File: src/rtl/myspi_pkg.sv
// Shared constants for the myspi serial link, used by both the transmitter and the receiver.
package myspi_pkg;
    localparam int FRAME_W = 11;
    localparam int COUNT_W = 6;
    localparam logic [FRAME_W-1:0] IDLE_WORD = '1;
endpackage

File: src/rtl/myspi_if.sv
// Word-input handshake and serial-side outputs of the myspi transmitter.
interface myspi_if #(
    parameter int FRAME_W = myspi_pkg::FRAME_W
);
    import myspi_pkg::*;

    localparam int IDX_W = $clog2(FRAME_W);

    // A word moves on every rising edge where in_valid && in_ready; in_ready never looks at in_valid.
    logic [FRAME_W-1:0] in_data;
    logic               in_valid;
    logic               in_ready;
    logic               tx;
    logic [COUNT_W-1:0] count;
    logic               underrun;
    logic [IDX_W-1:0]   bit_idx;

    modport master (
        output in_data, in_valid,
        input  in_ready, tx, count, underrun, bit_idx
    );

    modport slave (
        input  in_data, in_valid,
        output in_ready, tx, count, underrun, bit_idx
    );
endinterface

File: src/rtl/myspi_fifo2.sv
// Two-entry in-order FIFO: valid/ready on the write side, pop strobe on the read side.
module myspi_fifo2 #(
    parameter int W = 11
) (
    input  logic         clk,
    input  logic         rst,
    input  logic [W-1:0] wr_data,
    input  logic         wr_valid,
    output logic         wr_ready,
    output logic [W-1:0] rd_data,
    output logic         rd_valid,
    input  logic         pop
);
    logic [W-1:0] mem [2];
    logic         wr_ptr;
    logic         rd_ptr;
    logic [1:0]   used;
    logic         do_push;
    logic         do_pop;

    assign wr_ready = (used != 2'd2);
    assign rd_valid = (used != 2'd0);
    assign rd_data  = mem[rd_ptr];
    assign do_push  = wr_valid && wr_ready;
    assign do_pop   = pop && rd_valid;

    always_ff @(posedge clk) begin
        if (do_push) begin
            mem[wr_ptr] <= wr_data;
        end
    end

    always_ff @(posedge clk) begin
        if (rst) begin
            wr_ptr <= 1'b0;
            rd_ptr <= 1'b0;
            used   <= 2'd0;
        end else begin
            if (do_push) begin
                wr_ptr <= ~wr_ptr;
            end
            if (do_pop) begin
                rd_ptr <= ~rd_ptr;
            end
            // Simultaneous push and pop leaves occupancy unchanged.
            used <= used + {1'b0, do_push} - {1'b0, do_pop};
        end
    end
endmodule

File: src/rtl/myspi_tx.sv
// Continuous back-to-back LSB-first frame transmitter fed by a 2-entry FIFO.
module myspi_tx #(
    parameter int                 FRAME_W   = myspi_pkg::FRAME_W,
    parameter logic [FRAME_W-1:0] IDLE_WORD = {FRAME_W{1'b1}}
) (
    input logic   clk,
    input logic   rst,
    myspi_if.slave bus
);
    import myspi_pkg::*;

    localparam int               IDX_W = $clog2(FRAME_W);
    localparam logic [IDX_W-1:0] LAST  = IDX_W'(FRAME_W - 1);

    logic [FRAME_W-1:0] sh;
    logic [IDX_W-1:0]   bit_idx;
    logic [COUNT_W-1:0] count;
    logic               underrun;
    logic [FRAME_W-1:0] head;
    logic               head_valid;
    logic               load;
    logic               pop;

    assign load = (bit_idx == LAST);
    assign pop  = load && head_valid;

    myspi_fifo2 #(.W(FRAME_W)) u_fifo (
        .clk      (clk),
        .rst      (rst),
        .wr_data  (bus.in_data),
        .wr_valid (bus.in_valid),
        .wr_ready (bus.in_ready),
        .rd_data  (head),
        .rd_valid (head_valid),
        .pop      (pop)
    );

    always_ff @(posedge clk) begin
        if (rst) begin
            bit_idx  <= '0;
            sh       <= IDLE_WORD;
            count    <= '0;
            underrun <= 1'b0;
        end else begin
            underrun <= 1'b0;
            if (load) begin
                bit_idx <= '0;
                // A word arriving on this same edge is not yet at the FIFO head.
                if (head_valid) begin
                    sh    <= head;
                    count <= count + 1'b1;
                end else begin
                    sh       <= IDLE_WORD;
                    underrun <= 1'b1;
                end
            end else begin
                bit_idx <= bit_idx + 1'b1;
                sh      <= {1'b0, sh[FRAME_W-1:1]};
            end
        end
    end

    assign bus.tx       = sh[0];
    assign bus.count    = count;
    assign bus.underrun = underrun;
    assign bus.bit_idx  = bit_idx;
endmodule

File: src/flat_wrapper.sv
// flat-port wrapper written by rule: the top's interface ports become plain ports
module myspi_tx_flat import myspi_pkg::*;
#(
    parameter int                 FRAME_W   = myspi_pkg::FRAME_W,
    parameter logic [FRAME_W-1:0] IDLE_WORD = {FRAME_W{1'b1}}
)
  (clk, rst, bus_in_data, bus_in_valid, bus_in_ready, bus_tx, bus_count, bus_underrun, bus_bit_idx);
  myspi_if #(.FRAME_W(FRAME_W)) bus_i ();
  input logic clk;
  input logic rst;
  input wire logic [$bits(bus_i.in_data)-1:0] bus_in_data;
  input wire logic [$bits(bus_i.in_valid)-1:0] bus_in_valid;
  output wire logic [$bits(bus_i.in_ready)-1:0] bus_in_ready;
  output wire logic [$bits(bus_i.tx)-1:0] bus_tx;
  output wire logic [$bits(bus_i.count)-1:0] bus_count;
  output wire logic [$bits(bus_i.underrun)-1:0] bus_underrun;
  output wire logic [$bits(bus_i.bit_idx)-1:0] bus_bit_idx;
  assign bus_i.in_data = bus_in_data;
  assign bus_i.in_valid = bus_in_valid;
  assign bus_in_ready = bus_i.in_ready;
  assign bus_tx = bus_i.tx;
  assign bus_count = bus_i.count;
  assign bus_underrun = bus_i.underrun;
  assign bus_bit_idx = bus_i.bit_idx;
  myspi_tx #(.FRAME_W(FRAME_W), .IDLE_WORD(IDLE_WORD)) u_core (.clk(clk), .rst(rst), .bus(bus_i));
endmodule
File: config.mk
export PLATFORM = sky130hd
export DESIGN_NAME = myspi_tx_flat
export DESIGN_NICKNAME = d
export VERILOG_FILES = /design/src/rtl/myspi_pkg.sv /design/src/rtl/myspi_if.sv /design/src/rtl/myspi_fifo2.sv /design/src/rtl/myspi_tx.sv /design/src/flat_wrapper.sv
export SDC_FILE = /design/constraint.sdc
export NUM_CORES = 1
export LEC_CHECK = 0
export BUFFER_PORTS_ARGS = -buffer_cell sky130_fd_sc_hd__buf_2
export CORE_UTILIZATION = 30
export DETAILED_ROUTE_END_ITERATION = 16
export HOLD_SLACK_MARGIN = 0.03
export PLACE_DENSITY_LB_ADDON = 0.25
export SYNTH_ARGS = -nofsm -noshare
export SYNTH_HDL_FRONTEND = slang
export SYNTH_SLANG_ARGS = --single-unit
File: constraint.sdc
create_clock -name clk -period 1.9 [get_ports clk]
set_input_delay 0.285 -clock clk [delete_from_list [all_inputs] [get_ports clk]]
set_output_delay 0.285 -clock clk [all_outputs]
set_load 0.05 [all_outputs]
==> flow_metrics.py <==
metrics = {
    "critical_path": {
        "worstSetupPathType": "reg -> reg",
        "cp_data_required_time_ns": 2.10,
        "arrival_ns": 1.94,
        "r2r-start": "u_core.bus.bit_idx[0]$_SDFF_PP0_",
        "timing.critical_path.fanout_max": 5,
        "setup.worst_path.start": "u_core.bus.bit_idx[0]$_SDFF_PP0_",
        "timing.critical_path.to_type": "flop",
        "timing.critical_path.from_type": "flop",
    },
    "logic_synthesis": {
        "netlist-cell-type-count": 32,
        "synth_edf_count": 22,
        "proportion_of_synthesized_area_in_mux_cells_pct": 7.26,
        "register_area_share_after_synthesis_pct": 65.1,
        "ys_top_cells_by_count": "27 x sky130_fd_sc_hd__dfxtp_1, 22 x sky130_fd_sc_hd__edfxtp_1, 10 x sky130_fd_sc_hd__a2bb2oi_1, 10 x sky130_fd_sc_hd__mux2i_1, 8 x sky130_fd_sc_hd__a21oi_1",
        "synth_compound_area_share_pct": 10.4,
        "post_synth_instance_area_um2": 1840,
        "yosysMostFrequentCell": "sky130_fd_sc_hd__dfxtp_1",
        "netlist.area_leader.share_pct": 35.8,
        "postSynthNetCount": 154,
        "synth_area_leader_cell": "sky130_fd_sc_hd__edfxtp_1",
        "number_of_standard_cells_after_synthesis": 136,
        "ys.flop_type": "sky130_fd_sc_hd__dfxtp_1",
        "synth_top_family_by_area": "simple AND/OR/NAND/NOR gates",
        "synth_xor_area_share_pct": 1.90,
        "synthSimpleGateAreaFrac_pct": 10.4,
        "post_synth.cell_area_avg_um2": 13.6,
        "postSynth.asyncResetShare_pct": 0,
        "yosys-top-cells-area": "sky130_fd_sc_hd__edfxtp_1 36%, sky130_fd_sc_hd__dfxtp_1 29%, sky130_fd_sc_hd__mux2i_1 5.4%",
        "yosysWarningCount": 0,
        "ys_ff_latch": 49,
        "post_synthesis_adder_cell_area_fraction_pct": 2.71,
    },
    "place": {
        "detailed_place.area_um2": 2080,
        "io_buffers": 26,
        "place.gp.congestion": 0.730,
        "hpwlAfterDp_mm": 2.15,
    },
    "power": {
        "p_per_area_nw_per_um2": 955,
        "cellLeakagePower_nw": 0.826,
        "fin_total_pwr_mw": 2.09,
        "worst_ir_drop_vdd_mv": 0.366,
    },
    "detailed_routing": {
        "routed-via-count": 1137,
        "detailed_route_wire_length_per_cell_um": 13.0,
        "drt-total-wl_mm": 3.16,
        "route.detailed.drc": 0,
        "avgViaCountPerCell": 4.70,
        "drt-initial-drc-count": 37,
        "ant_nets": 0,
        "drt-pass1-iter-count": 4,
    },
    "cts": {
        "cts_buffer_depth": 2,
        "cts_tree": "yes",
        "cts-htree-levels": 2,
        "clkTransAtPathRegs_ns": 0.09,
        "clock_latency_ns": 0.30,
        "cts-buffers-inserted": 5,
        "cts_post_setup_buffers_inserted": 0,
        "postCtsResizedCells": 0,
        "clock-root-buffer": "sky130_fd_sc_hd__clkbuf_8",
        "clock_sinks": 49,
        "holdBufCountCts": 0,
    },
    "die": {
        "core_um2": 5920,
        "die_x_um": 80.4,
        "fp.dieArea_um2": 6460,
        "floorplan.io_pins": 27,
        "die_h_um": 80.4,
        "starting_utilization_of_the_core_area_pct": 31.1,
        "row_count": 28,
    },
    "global_route": {
        "via_count_of_the_first_global_routing_pass": 1192,
        "grt_first_pass_wirelength_mm": 5.32,
        "grt_remaining_overflow": 0,
        "grt.total_usage_pct": 11.4,
        "grt_antenna_before_repair": 0,
        "grt_max_degree": 18,
    },
    "hold_path": {
        "timing.hold.worst.start": "bus_in_data[0]",
        "worstHoldPathType": "in -> reg",
    },
    "layout": {
        "nNetsFinal": 184,
        "final.fill_count": 566,
        "area_growth_pct": 18.9,
        "drive_above_1_share_pct": 29.3,
        "insertedDiodeCount": 0,
        "finish.utilization_pct": 37.0,
        "design_area_final_um2": 2190,
        "multi_input_area_um2": 608,
        "seq_area_um2": 1210,
    },
    "timing": {
        "max_slew_margin_pct": 58.6,
        "setup_tns_ns": 0,
        "finalClockSkew_ns": 0.00447,
        "min_period_ns": 1.74,
        "finalSetupViolations": 0,
        "final-max-slew-violation-count": 0,
        "fin_crit_sh_pct": 91.8,
        "tightest_slew_ns": 0.621,
        "timing.final.hold_violations": 0,
        "rsz0062_at_grt": "no",
        "max_freq_mhz": 573,
    },
    "job": {
        "maxCapViolations": 0,
    },
    "run_status": {
        "run_status": "finished, final reports clean",
    },
}
## worst paths after layout
kind                                                           to  slack, ns  depth (start not counted)
worst max-delay path             u_core.u_fifo.used[1]$_SDFF_PP0_       0.16                          9
worst min-delay path            u_core.u_fifo.mem[0][0]$_DFFE_PP_       0.17                          1
worst max register to register   u_core.u_fifo.used[1]$_SDFF_PP0_       0.16                          9
worst min register to register   u_core.bus.bit_idx[0]$_SDFF_PP0_       0.45                          1
## cell type report
cell class,count,share of cell area [%]
Clock inverter,3,2.11
Tap cell,75,4.28
Inverter,3,0.514
Sequential cell,49,55.3
Multi-Input combinational cell,78,27.7
Clock buffer,5,3.14
Timing Repair Buffer,29,6.96
## report_power, final
group / switching (mW) / internal (mW)
clock: 0.342 / 0.394
combinational: 0.113 / 0.0638
sequential: 0.0233 / 1.16
total: 0.478 / 1.61
## flip-flops by register name, indices dropped and copies added, names as in the netlist, named ones only
register	count
u_core.bus.bit_idx	4
u_core.sh	11
u_core.u_fifo.used	2
u_core.u_fifo.mem	22
u_core.u_fifo.wr_ptr	1
u_core.u_fifo.rd_ptr	1
u_core.bus.count	6
u_core.bus.underrun	1
## cells in the final DEF, fill, tap and decap left out, types with 3 or more instances in the layout
cell,count
sky130_fd_sc_hd__nor2b_1,3
sky130_fd_sc_hd__ha_1,3
sky130_fd_sc_hd__inv_1,3
sky130_fd_sc_hd__clkbuf_8,5
sky130_fd_sc_hd__nor2_1,7
sky130_fd_sc_hd__a2bb2oi_1,10
sky130_fd_sc_hd__o31ai_1,3
sky130_fd_sc_hd__nand3_1,3
sky130_fd_sc_hd__xnor2_1,3
sky130_fd_sc_hd__buf_2,26
sky130_fd_sc_hd__edfxtp_1,22
sky130_fd_sc_hd__a21oi_1,8
sky130_fd_sc_hd__dfxtp_1,23
sky130_fd_sc_hd__or4_1,3
sky130_fd_sc_hd__mux2i_1,10
sky130_fd_sc_hd__o21ai_0,3
sky130_fd_sc_hd__buf_4,3
## metrics by stage
step                hold slack (ns)  worst slack, ns  instances
finish                        0.166            0.156        242
global route                  0.145           0.0421        242
CTS                           0.154            0.140        242
detailed placement            0.435            0.161        234
global placement              0.420            0.238        234
floorplan                     0.384         0.000834        136
## per-layer routing
metal	global-route usage (%)	wire [µm]	vias up
li1	-	-	563
met5	0	0	-
met4	5.36	53	0
met1	13.6	1490	543
met2	17.7	1440	25
met3	4.77	174	6
## kinds of logic after synthesis
logic type	after synthesis
adders and majority gates	4
muxes	13
AOI/OAI and AO/OA	27
and+or+nand+nor	30
DFF	49
buffers and inverters	9
xor gates and xnor gates	4
## critical path: stages (launching register included)
cell and delay (ns):
sky130_fd_sc_hd__dfxtp_4 0.37, sky130_fd_sc_hd__inv_1 0.06, sky130_fd_sc_hd__ha_2 0.19, sky130_fd_sc_hd__nand3b_4 0.08
sky130_fd_sc_hd__nor2_1 0.11, sky130_fd_sc_hd__xnor2_1 0.09, sky130_fd_sc_hd__ha_1 0.19, sky130_fd_sc_hd__xnor2_1 0.14
sky130_fd_sc_hd__nor2b_1 0.14, sky130_fd_sc_hd__mux2_2 0.27
Power figures use the tool's default switching activity.
